## config.mk

```make
export PLATFORM = sky130hd
export DESIGN_NAME = spi_sensor_responder_flat
export DESIGN_NICKNAME = d
export VERILOG_FILES = /design/src/rtl/spi_sensor_pkg.sv /design/src/rtl/spi_sensor_responder_if.sv /design/src/rtl/spi_sync_edge.sv /design/src/rtl/spi_sensor_responder.sv /design/src/flat_wrapper.sv
export SDC_FILE = /design/constraint.sdc
export NUM_CORES = 1
export LEC_CHECK = 0
export ABC_AREA = 1
export BUFFER_PORTS_ARGS = -buffer_cell sky130_fd_sc_hd__buf_4
export CELL_PAD_IN_SITES_DETAIL_PLACEMENT = 0
export CELL_PAD_IN_SITES_GLOBAL_PLACEMENT = 1
export CORE_ASPECT_RATIO = 0.5
export CORE_MARGIN = 2
export CORE_UTILIZATION = 35
export CTS_BUF_LIST = sky130_fd_sc_hd__clkbuf_2 sky130_fd_sc_hd__clkbuf_4 sky130_fd_sc_hd__clkbuf_8
export CTS_CLUSTER_SIZE = 14
export DETAILED_ROUTE_END_ITERATION = 8
export PLACE_DENSITY_LB_ADDON = 0.1
export SLEW_MARGIN = 20
export SYNTH_ARGS = -nofsm -noshare
export SYNTH_HDL_FRONTEND = slang
export SYNTH_SLANG_ARGS = --single-unit
```

## constraint.sdc

```tcl
create_clock -name clk -period 5.3 [get_ports clk]
set_clock_uncertainty 0.1 [all_clocks]
set_input_delay 0.53 -clock clk [delete_from_list [all_inputs] [get_ports clk]]
set_output_delay 0.53 -clock clk [all_outputs]
set_load 0.02 [all_outputs]
```

## src/rtl/spi_sensor_pkg.sv

```systemverilog
// Shared constants and types for the SPI sensor responder: register map,
// CTRL reset value, FSM state encoding and the sample payload.
package spi_sensor_pkg;

  localparam int unsigned ADDR_W   = 6;
  localparam int unsigned BYTE_W   = 8;
  localparam int unsigned SAMPLE_W = 16;

  localparam logic [ADDR_W-1:0] ADDR_WHO_AM_I = 6'h0F;
  localparam logic [ADDR_W-1:0] ADDR_CTRL     = 6'h20;
  localparam logic [ADDR_W-1:0] ADDR_STATUS   = 6'h27;
  localparam logic [ADDR_W-1:0] ADDR_OUT_X_L  = 6'h28;
  localparam logic [ADDR_W-1:0] ADDR_OUT_X_H  = 6'h29;
  localparam logic [ADDR_W-1:0] ADDR_OUT_Y_L  = 6'h2A;
  localparam logic [ADDR_W-1:0] ADDR_OUT_Y_H  = 6'h2B;
  localparam logic [ADDR_W-1:0] ADDR_OUT_Z_L  = 6'h2C;
  localparam logic [ADDR_W-1:0] ADDR_OUT_Z_H  = 6'h2D;

  localparam logic [BYTE_W-1:0] CTRL_RESET = 8'h07;

  typedef enum logic [2:0] {
    ST_IDLE,
    ST_CMD,
    ST_DUMMY,
    ST_RD_DATA,
    ST_WR_DATA
  } state_t;

  typedef struct packed {
    logic [SAMPLE_W-1:0] z;
    logic [SAMPLE_W-1:0] y;
    logic [SAMPLE_W-1:0] x;
  } sample_t;

endpackage

```

## src/rtl/spi_sensor_responder_if.sv

```systemverilog
// SPI wire bundle between a bus master and the sensor responder.
interface spi_sensor_responder_if;
  logic SCLK;
  logic SS;
  logic MOSI;
  logic MISO;

  modport master (output SCLK, output SS, output MOSI, input MISO);
  modport slave  (input SCLK, input SS, input MOSI, output MISO);
endinterface

```

## src/rtl/spi_sync_edge.sv

```systemverilog
// Multi-flop synchronizer for one asynchronous input with rise/fall strobes
// derived from the synchronized level.
module spi_sync_edge #(
  parameter int unsigned STAGES   = 2,
  parameter logic        IDLE_VAL = 1'b1
) (
  input  logic clk,
  input  logic reset,
  input  logic din,
  output logic sync,
  output logic rise_c,
  output logic fall_c
);

  logic [STAGES-1:0] chain_q;
  logic              prev_q;

  always_ff @(posedge clk or posedge reset) begin
    if (reset) begin
      chain_q <= {STAGES{IDLE_VAL}};
      prev_q  <= IDLE_VAL;
    end else begin
      chain_q <= STAGES'({chain_q, din});
      prev_q  <= chain_q[STAGES-1];
    end
  end

  assign sync   = chain_q[STAGES-1];
  assign rise_c = sync & ~prev_q;
  assign fall_c = ~sync & prev_q;

endmodule

```

## src/rtl/spi_sensor_responder.sv

```systemverilog
// Mode-3 SPI register responder for a 3-axis sensor: WHO_AM_I, CTRL, STATUS
// and tear-free little-endian sample readout with optional auto-increment.
module spi_sensor_responder
  import spi_sensor_pkg::*;
#(
  parameter logic [7:0]  WHO_AM_I    = 8'hD4,
  parameter int unsigned DUMMY_BYTES = 0,
  parameter int unsigned SYNC_STAGES = 2
) (
  input  logic                 clk,
  input  logic                 reset,
  spi_sensor_responder_if.slave spi,
  input  logic signed [15:0]   data_x,
  input  logic signed [15:0]   data_y,
  input  logic signed [15:0]   data_z,
  input  logic                 data_valid,
  output logic [7:0]           ctrl_reg,
  output logic                 busy
);

  localparam int unsigned DUMMY_W  = $clog2(DUMMY_BYTES + 2);
  localparam int unsigned SETTLE_W = $clog2(SYNC_STAGES + 2);
  localparam logic [DUMMY_W-1:0]  DUMMY_LAST  = DUMMY_W'(DUMMY_BYTES - 1);
  localparam logic [SETTLE_W-1:0] SETTLE_LAST = SETTLE_W'(SYNC_STAGES + 1);

  logic sclk_s, sclk_rise_c, sclk_fall_c;
  logic ss_s, ss_rise_c, ss_fall_c;
  logic mosi_s, mosi_rise_c, mosi_fall_c;
  logic unused_mosi_edges_c;

  spi_sync_edge #(.STAGES(SYNC_STAGES), .IDLE_VAL(1'b1)) u_sclk_sync (
    .clk(clk), .reset(reset), .din(spi.SCLK),
    .sync(sclk_s), .rise_c(sclk_rise_c), .fall_c(sclk_fall_c)
  );
  spi_sync_edge #(.STAGES(SYNC_STAGES), .IDLE_VAL(1'b1)) u_ss_sync (
    .clk(clk), .reset(reset), .din(spi.SS),
    .sync(ss_s), .rise_c(ss_rise_c), .fall_c(ss_fall_c)
  );
  spi_sync_edge #(.STAGES(SYNC_STAGES), .IDLE_VAL(1'b0)) u_mosi_sync (
    .clk(clk), .reset(reset), .din(spi.MOSI),
    .sync(mosi_s), .rise_c(mosi_rise_c), .fall_c(mosi_fall_c)
  );
  assign unused_mosi_edges_c = mosi_rise_c ^ mosi_fall_c;

  state_t              state_q, state_d;
  logic [2:0]          bit_cnt_q;
  logic [7:0]          shreg_q;
  logic                ms_q;
  logic [ADDR_W-1:0]   addr_q;
  logic [DUMMY_W-1:0]  dummy_cnt_q;
  logic [SETTLE_W-1:0] settle_cnt_q;
  logic                armed_q;
  sample_t             shadow_q, snap_q, pend_q;
  logic                pend_valid_q;
  logic                status_q;
  logic                rd_last_q;
  logic                miso_q;

  logic                byte_done_c, start_c, end_txn_c;
  logic [7:0]          cmd_c, rd_byte_c;
  sample_t             new_sample_c;

  assign byte_done_c  = sclk_rise_c && (bit_cnt_q == 3'd7);
  assign cmd_c        = {shreg_q[6:0], mosi_s};
  assign start_c      = (state_q == ST_IDLE) && ss_fall_c && armed_q;
  assign end_txn_c    = ss_rise_c && (state_q != ST_IDLE);
  assign new_sample_c = sample_t'({data_z, data_y, data_x});

  always_ff @(posedge clk or posedge reset) begin
    if (reset) state_q <= ST_IDLE;
    else       state_q <= state_d;
  end

  // Next-state logic and the read-data mux for the current address
  always_comb begin
    state_d   = state_q;
    rd_byte_c = 8'h00;
    case (addr_q)
      ADDR_WHO_AM_I: rd_byte_c = WHO_AM_I;
      ADDR_CTRL:     rd_byte_c = ctrl_reg;
      ADDR_STATUS:   rd_byte_c = {7'b0, status_q};
      ADDR_OUT_X_L:  rd_byte_c = snap_q.x[7:0];
      ADDR_OUT_X_H:  rd_byte_c = snap_q.x[15:8];
      ADDR_OUT_Y_L:  rd_byte_c = snap_q.y[7:0];
      ADDR_OUT_Y_H:  rd_byte_c = snap_q.y[15:8];
      ADDR_OUT_Z_L:  rd_byte_c = snap_q.z[7:0];
      ADDR_OUT_Z_H:  rd_byte_c = snap_q.z[15:8];
      default:       rd_byte_c = 8'h00;
    endcase
    case (state_q)
      ST_IDLE:  if (start_c) state_d = ST_CMD;
      ST_CMD: begin
        if (byte_done_c) begin
          if (!cmd_c[7])             state_d = ST_WR_DATA;
          else if (DUMMY_BYTES != 0) state_d = ST_DUMMY;
          else                       state_d = ST_RD_DATA;
        end
      end
      ST_DUMMY: if (byte_done_c && dummy_cnt_q == DUMMY_LAST) state_d = ST_RD_DATA;
      default:  state_d = state_q;
    endcase
    if (end_txn_c) state_d = ST_IDLE;
  end

  // Shift/address datapath, MISO driver and CTRL register
  always_ff @(posedge clk or posedge reset) begin
    if (reset) begin
      bit_cnt_q    <= 3'd0;
      shreg_q      <= 8'h00;
      ms_q         <= 1'b0;
      addr_q       <= '0;
      dummy_cnt_q  <= '0;
      miso_q       <= 1'b0;
      busy         <= 1'b0;
      ctrl_reg     <= CTRL_RESET;
      settle_cnt_q <= '0;
      armed_q      <= 1'b0;
    end else begin
      busy <= (state_d != ST_IDLE);
      if (settle_cnt_q != SETTLE_LAST) settle_cnt_q <= settle_cnt_q + SETTLE_W'(1);
      else if (ss_s && sclk_s)         armed_q <= 1'b1;

      if (state_q == ST_IDLE) bit_cnt_q <= 3'd0;
      else if (sclk_rise_c)   bit_cnt_q <= bit_cnt_q + 3'd1;
      if (sclk_rise_c) shreg_q <= cmd_c;

      if (byte_done_c) begin
        case (state_q)
          ST_CMD: begin
            ms_q        <= cmd_c[6];
            addr_q      <= cmd_c[5:0];
            dummy_cnt_q <= '0;
          end
          ST_DUMMY:   dummy_cnt_q <= dummy_cnt_q + DUMMY_W'(1);
          ST_RD_DATA: if (ms_q) addr_q <= addr_q + 6'd1;
          ST_WR_DATA: begin
            if (addr_q == ADDR_CTRL) ctrl_reg <= cmd_c;
            if (ms_q) addr_q <= addr_q + 6'd1;
          end
          default: ;
        endcase
      end

      // MISO is bit-serial MSB first, advanced on each synchronized SCLK fall
      if (state_q == ST_IDLE || end_txn_c) begin
        miso_q <= 1'b0;
      end else if (sclk_fall_c) begin
        case (state_q)
          ST_DUMMY:   miso_q <= 1'b1;
          ST_RD_DATA: miso_q <= rd_byte_c[~bit_cnt_q];
          default:    miso_q <= 1'b0;
        endcase
      end
    end
  end

  // Sample shadow, in-flight snapshot, pending sample and STATUS.new_data
  always_ff @(posedge clk or posedge reset) begin
    if (reset) begin
      shadow_q     <= '0;
      snap_q       <= '0;
      pend_q       <= '0;
      pend_valid_q <= 1'b0;
      status_q     <= 1'b0;
      rd_last_q    <= 1'b0;
    end else begin
      if (start_c) begin
        snap_q    <= shadow_q;
        rd_last_q <= 1'b0;
      end else if (byte_done_c && state_q == ST_RD_DATA && addr_q == ADDR_OUT_Z_H) begin
        rd_last_q <= 1'b1;
      end

      if (end_txn_c) begin
        pend_valid_q <= 1'b0;
        if (data_valid) begin
          shadow_q <= new_sample_c;
          status_q <= 1'b1;
        end else if (pend_valid_q) begin
          shadow_q <= pend_q;
          status_q <= 1'b1;
        end else if (rd_last_q) begin
          status_q <= 1'b0;
        end
      end else if (data_valid) begin
        if (busy) begin
          pend_q       <= new_sample_c;
          pend_valid_q <= 1'b1;
        end else begin
          shadow_q <= new_sample_c;
          status_q <= 1'b1;
        end
      end
    end
  end

  assign spi.MISO = miso_q;

endmodule

```

## src/flat_wrapper.sv

```systemverilog
// flat-port wrapper written by rule: the top's interface ports become plain ports
module spi_sensor_responder_flat import spi_sensor_pkg::*;
#(
  parameter logic [7:0]  WHO_AM_I    = 8'hD4,
  parameter int unsigned DUMMY_BYTES = 0,
  parameter int unsigned SYNC_STAGES = 2
)
  (clk, reset, data_x, data_y, data_z, data_valid, ctrl_reg, busy, spi_SCLK, spi_SS, spi_MOSI, spi_MISO);
  spi_sensor_responder_if spi_i ();
  input  logic clk;
  input  logic reset;
  input  logic signed [15:0] data_x;
  input  logic signed [15:0] data_y;
  input  logic signed [15:0] data_z;
  input  logic data_valid;
  output logic [7:0] ctrl_reg;
  output logic busy;
  input wire logic [$bits(spi_i.SCLK)-1:0] spi_SCLK;
  input wire logic [$bits(spi_i.SS)-1:0] spi_SS;
  input wire logic [$bits(spi_i.MOSI)-1:0] spi_MOSI;
  output wire logic [$bits(spi_i.MISO)-1:0] spi_MISO;
  assign spi_i.SCLK = spi_SCLK;
  assign spi_i.SS = spi_SS;
  assign spi_i.MOSI = spi_MOSI;
  assign spi_MISO = spi_i.MISO;
  spi_sensor_responder #(.WHO_AM_I(WHO_AM_I), .DUMMY_BYTES(DUMMY_BYTES), .SYNC_STAGES(SYNC_STAGES)) u_core (.clk(clk), .reset(reset), .spi(spi_i), .data_x(data_x), .data_y(data_y), .data_z(data_z), .data_valid(data_valid), .ctrl_reg(ctrl_reg), .busy(busy));
endmodule
```

==> flow_metrics.tcl <==
set metrics [dict create \
    crit_slowest_cell "dfstp_2" \
    viasPerCell 4.51 \
    syn_nets 1084 \
    nNetsFinal 1132 \
    setup_viol 0 \
    tns_ns 0 \
    die_h_um 116 \
    timing.final.ws_setup_ns 2.63 \
    antenna_found_initial 0 \
    status "finished, final reports clean" \
    avgSynthCellArea_um2 8.59 \
    firstDrtPassIters 5 \
    overflow 0 \
    critPathKind "reg -> reg" \
    cap_viol_max_count 0 \
    gp_congestion 0.767 \
    p_leak_nw 4.82 \
    grt_pass1_wl_um 34600 \
    tightest_slew_ns 0.935 \
    cp_slowest_stage_delay_ns 0.59 \
    drc 0 \
    cts.clk_slew.worst_paths_ns 0.10 \
    finalHoldViolCount 0 \
    num_vias 6399 \
    fmax_ghz 0.375 \
    grt_pass1_vias 6293 \
    detail-route-antenna-nets 0 \
    p_per_area_nw_per_um2 460 \
    path_cells "nand2_1 -> nor2_4 -> inv_2 -> nor2_8 -> buf_4 -> nand2_1 -> o21ai_0 -> nor2_1 -> a21oi_1" \
    netlist_area_um2 8790 \
    place_inst 1384 \
    preCtsSetupSlack_ns 2.62 \
    start_util_pct 36.1 \
    wire_per_inst_um 14.6 \
    root_buffer "clkbuf_8" \
    crit_family "simple AND/OR/NAND/NOR gates" \
    crit_top_cell "nand2_1" \
    required_ns 5.62 \
    finalNonFillerCells 1420 \
    clock_path_buffers 2 \
    ys_warn_count 0 \
    hpwl_um 15000 \
    timing.critical_path.buf_inv 2 \
    drt-initial-drc-count 379 \
    end_kind "register" \
    min_period_over_period_pct 50.4 \
    cts_tree "yes" \
    numClockSinks 189 \
    nFillCells 2531 \
    post_cts_resized 0 \
    critPathMaxFanout 55 \
    htreeDepth 4 \
    diodes 0 \
    vdd_drop_max_mv 0.156 \
    rsz0062_at_grt "false" \
    layout_commonest_cell "nand2_1" \
    wl_um 20700 \
    most-common-layout-cells "nand2_1, dfrtp_1, inv_1, o21ai_0, nor2_1" \
    syn_to_final_growth_pct 12.2 \
    placementRows 40 \
    io_pins 64 \
    slew_headroom_pct 37.7 \
    top_regs "u_core.pend_q (48), u_core.shadow_q (48), u_core.snap_q (48)" \
    grtUsageTotal_pct 17.0 \
    synth_cells 1023 \
    die_width_um 228 \
    io_buffer_count 63 \
    grt_max_degree 91 \
    ys_seq_area_share_pct 53.9 \
    ys_ff_latch 189 \
    numCtsBuffers 17 \
    coreArea_um2 24300 \
    finalMaxSlewViolations 0 \
    critical_path_arrival_ns 2.99 \
    hold_class "in -> reg" \
    die_area_um2 26500 \
    drive_gt1_share_pct 16.9 \
    ys_types 40 \
    min_period_ns 2.67 \
    clock_latency_ns 0.48 \
    cp-start-kind "register" \
    report.power.total_w 0.00454 \
]
[power breakdown]
part	switching [W]	internal, W
Clock	0.000519	0.000439
Combinational	0.000829	0.000459
Sequential	0.000283	0.00201
Total	0.00163	0.00291
[Yosys cell counts, drive strengths merged]
cell / number / area [um^2]
buf: 33 / 273
a31oi: 2 / 12.5
nand3: 34 / 185
o211ai: 2 / 20.0
a22oi: 1 / 7.51
nand2: 270 / 1020
nand4: 1 / 6.26
mux2: 6 / 67.6
o21ai: 174 / 1040
xnor2: 2 / 17.5
or2: 2 / 12.5
o22ai: 1 / 6.26
nor3: 8 / 51.3
dfrtp: 180 / 4500
a21oi: 57 / 289
o311ai: 1 / 8.76
inv: 132 / 498
ha: 7 / 87.6
nand3b: 1 / 7.51
clkinv: 2 / 7.51
nor4: 1 / 21.3
dfstp: 9 / 236
clkbuf: 13 / 48.8
nor2: 84 / 370
[tightest hold or removal path: stages]
cell	delay [ns]
buf_4	0.11
inv_1	0.06
o21ai_0	0.08
[cells by family (layout without fill, tap and decap cells)]
| kind of cell | Yosys count | count (layout) | synth area share, % |
|---|---|---|---|
| AOI/OAI and AO/OA | 238 | 238 | 15.7 |
| adders and majority gates | 7 | 7 | 0.996 |
| muxes | 6 | 6 | 0.769 |
| xor gates and xnor gates | 2 | 2 | 0.199 |
| DFF | 189 | 189 | 53.9 |
| buffers and inverters | 180 | 241 | 9.41 |
| and+or+nand+nor | 401 | 401 | 19.0 |
[per-stage QoR]
| step | hold slack, ns | util, % | instance area, um^2 |
|---|---|---|---|
| detailed placement | 0.240 | 38.8 | 9430 |
| CTS | 0.163 | 40.5 | 9860 |
| global route | 0.176 | 40.5 | 9860 |
| finish | 0.222 | 40.5 | 9860 |
| global placement | 0.238 | 38.8 | 9430 |
| floorplan | 0.231 | - | 8790 |
[path summary, 6_finish.rpt]
kind	start	endpoint	slack, ns	cells after the start
min in group asynchronous	reset	u_core.pend_valid_q	0.47	3
max in group asynchronous	reset	u_core.pend_q[41]	3.42	4
min reg2reg	u_core.u_mosi_sync.chain_q[0]	u_core.u_mosi_sync.chain_q[1]	0.25	0
max	u_core.u_ss_sync.chain_q[1]	u_core.shadow_q[40]	2.63	9
max reg2reg	u_core.u_ss_sync.chain_q[1]	u_core.shadow_q[40]	2.63	9
min	data_x[5]	u_core.pend_q[5]	0.22	3
[routing by layer]
metal	routed length, um	part of all wire (%)	up-vias	global-route usage, %
met5	0	0	-	0
met1	12300	59	2977	27.4
li1	-	-	3324	-
met3	598	2.9	19	3.44
met2	7480	36	79	21.9
met4	333	1.6	0	6.10
[layout make-up]
cell class	count	area, um^2	area share [%]
inverters	134	512	5.19
well taps	336	420	4.26
clock buffers	23	310	3.15
flip-flops and latches	189	4740	48.1
multi-input cells	654	3220	32.7
repair buffers	75	573	5.81
clock inverters	9	82.6	0.837
[what timing repair did]
item | CTS | global route
hold endpoints to repair | 10 | 0
buffers inserted | 0 | 0
hold buffers | 4 | 0
Note: power is estimated with default switching activity, not from simulation.
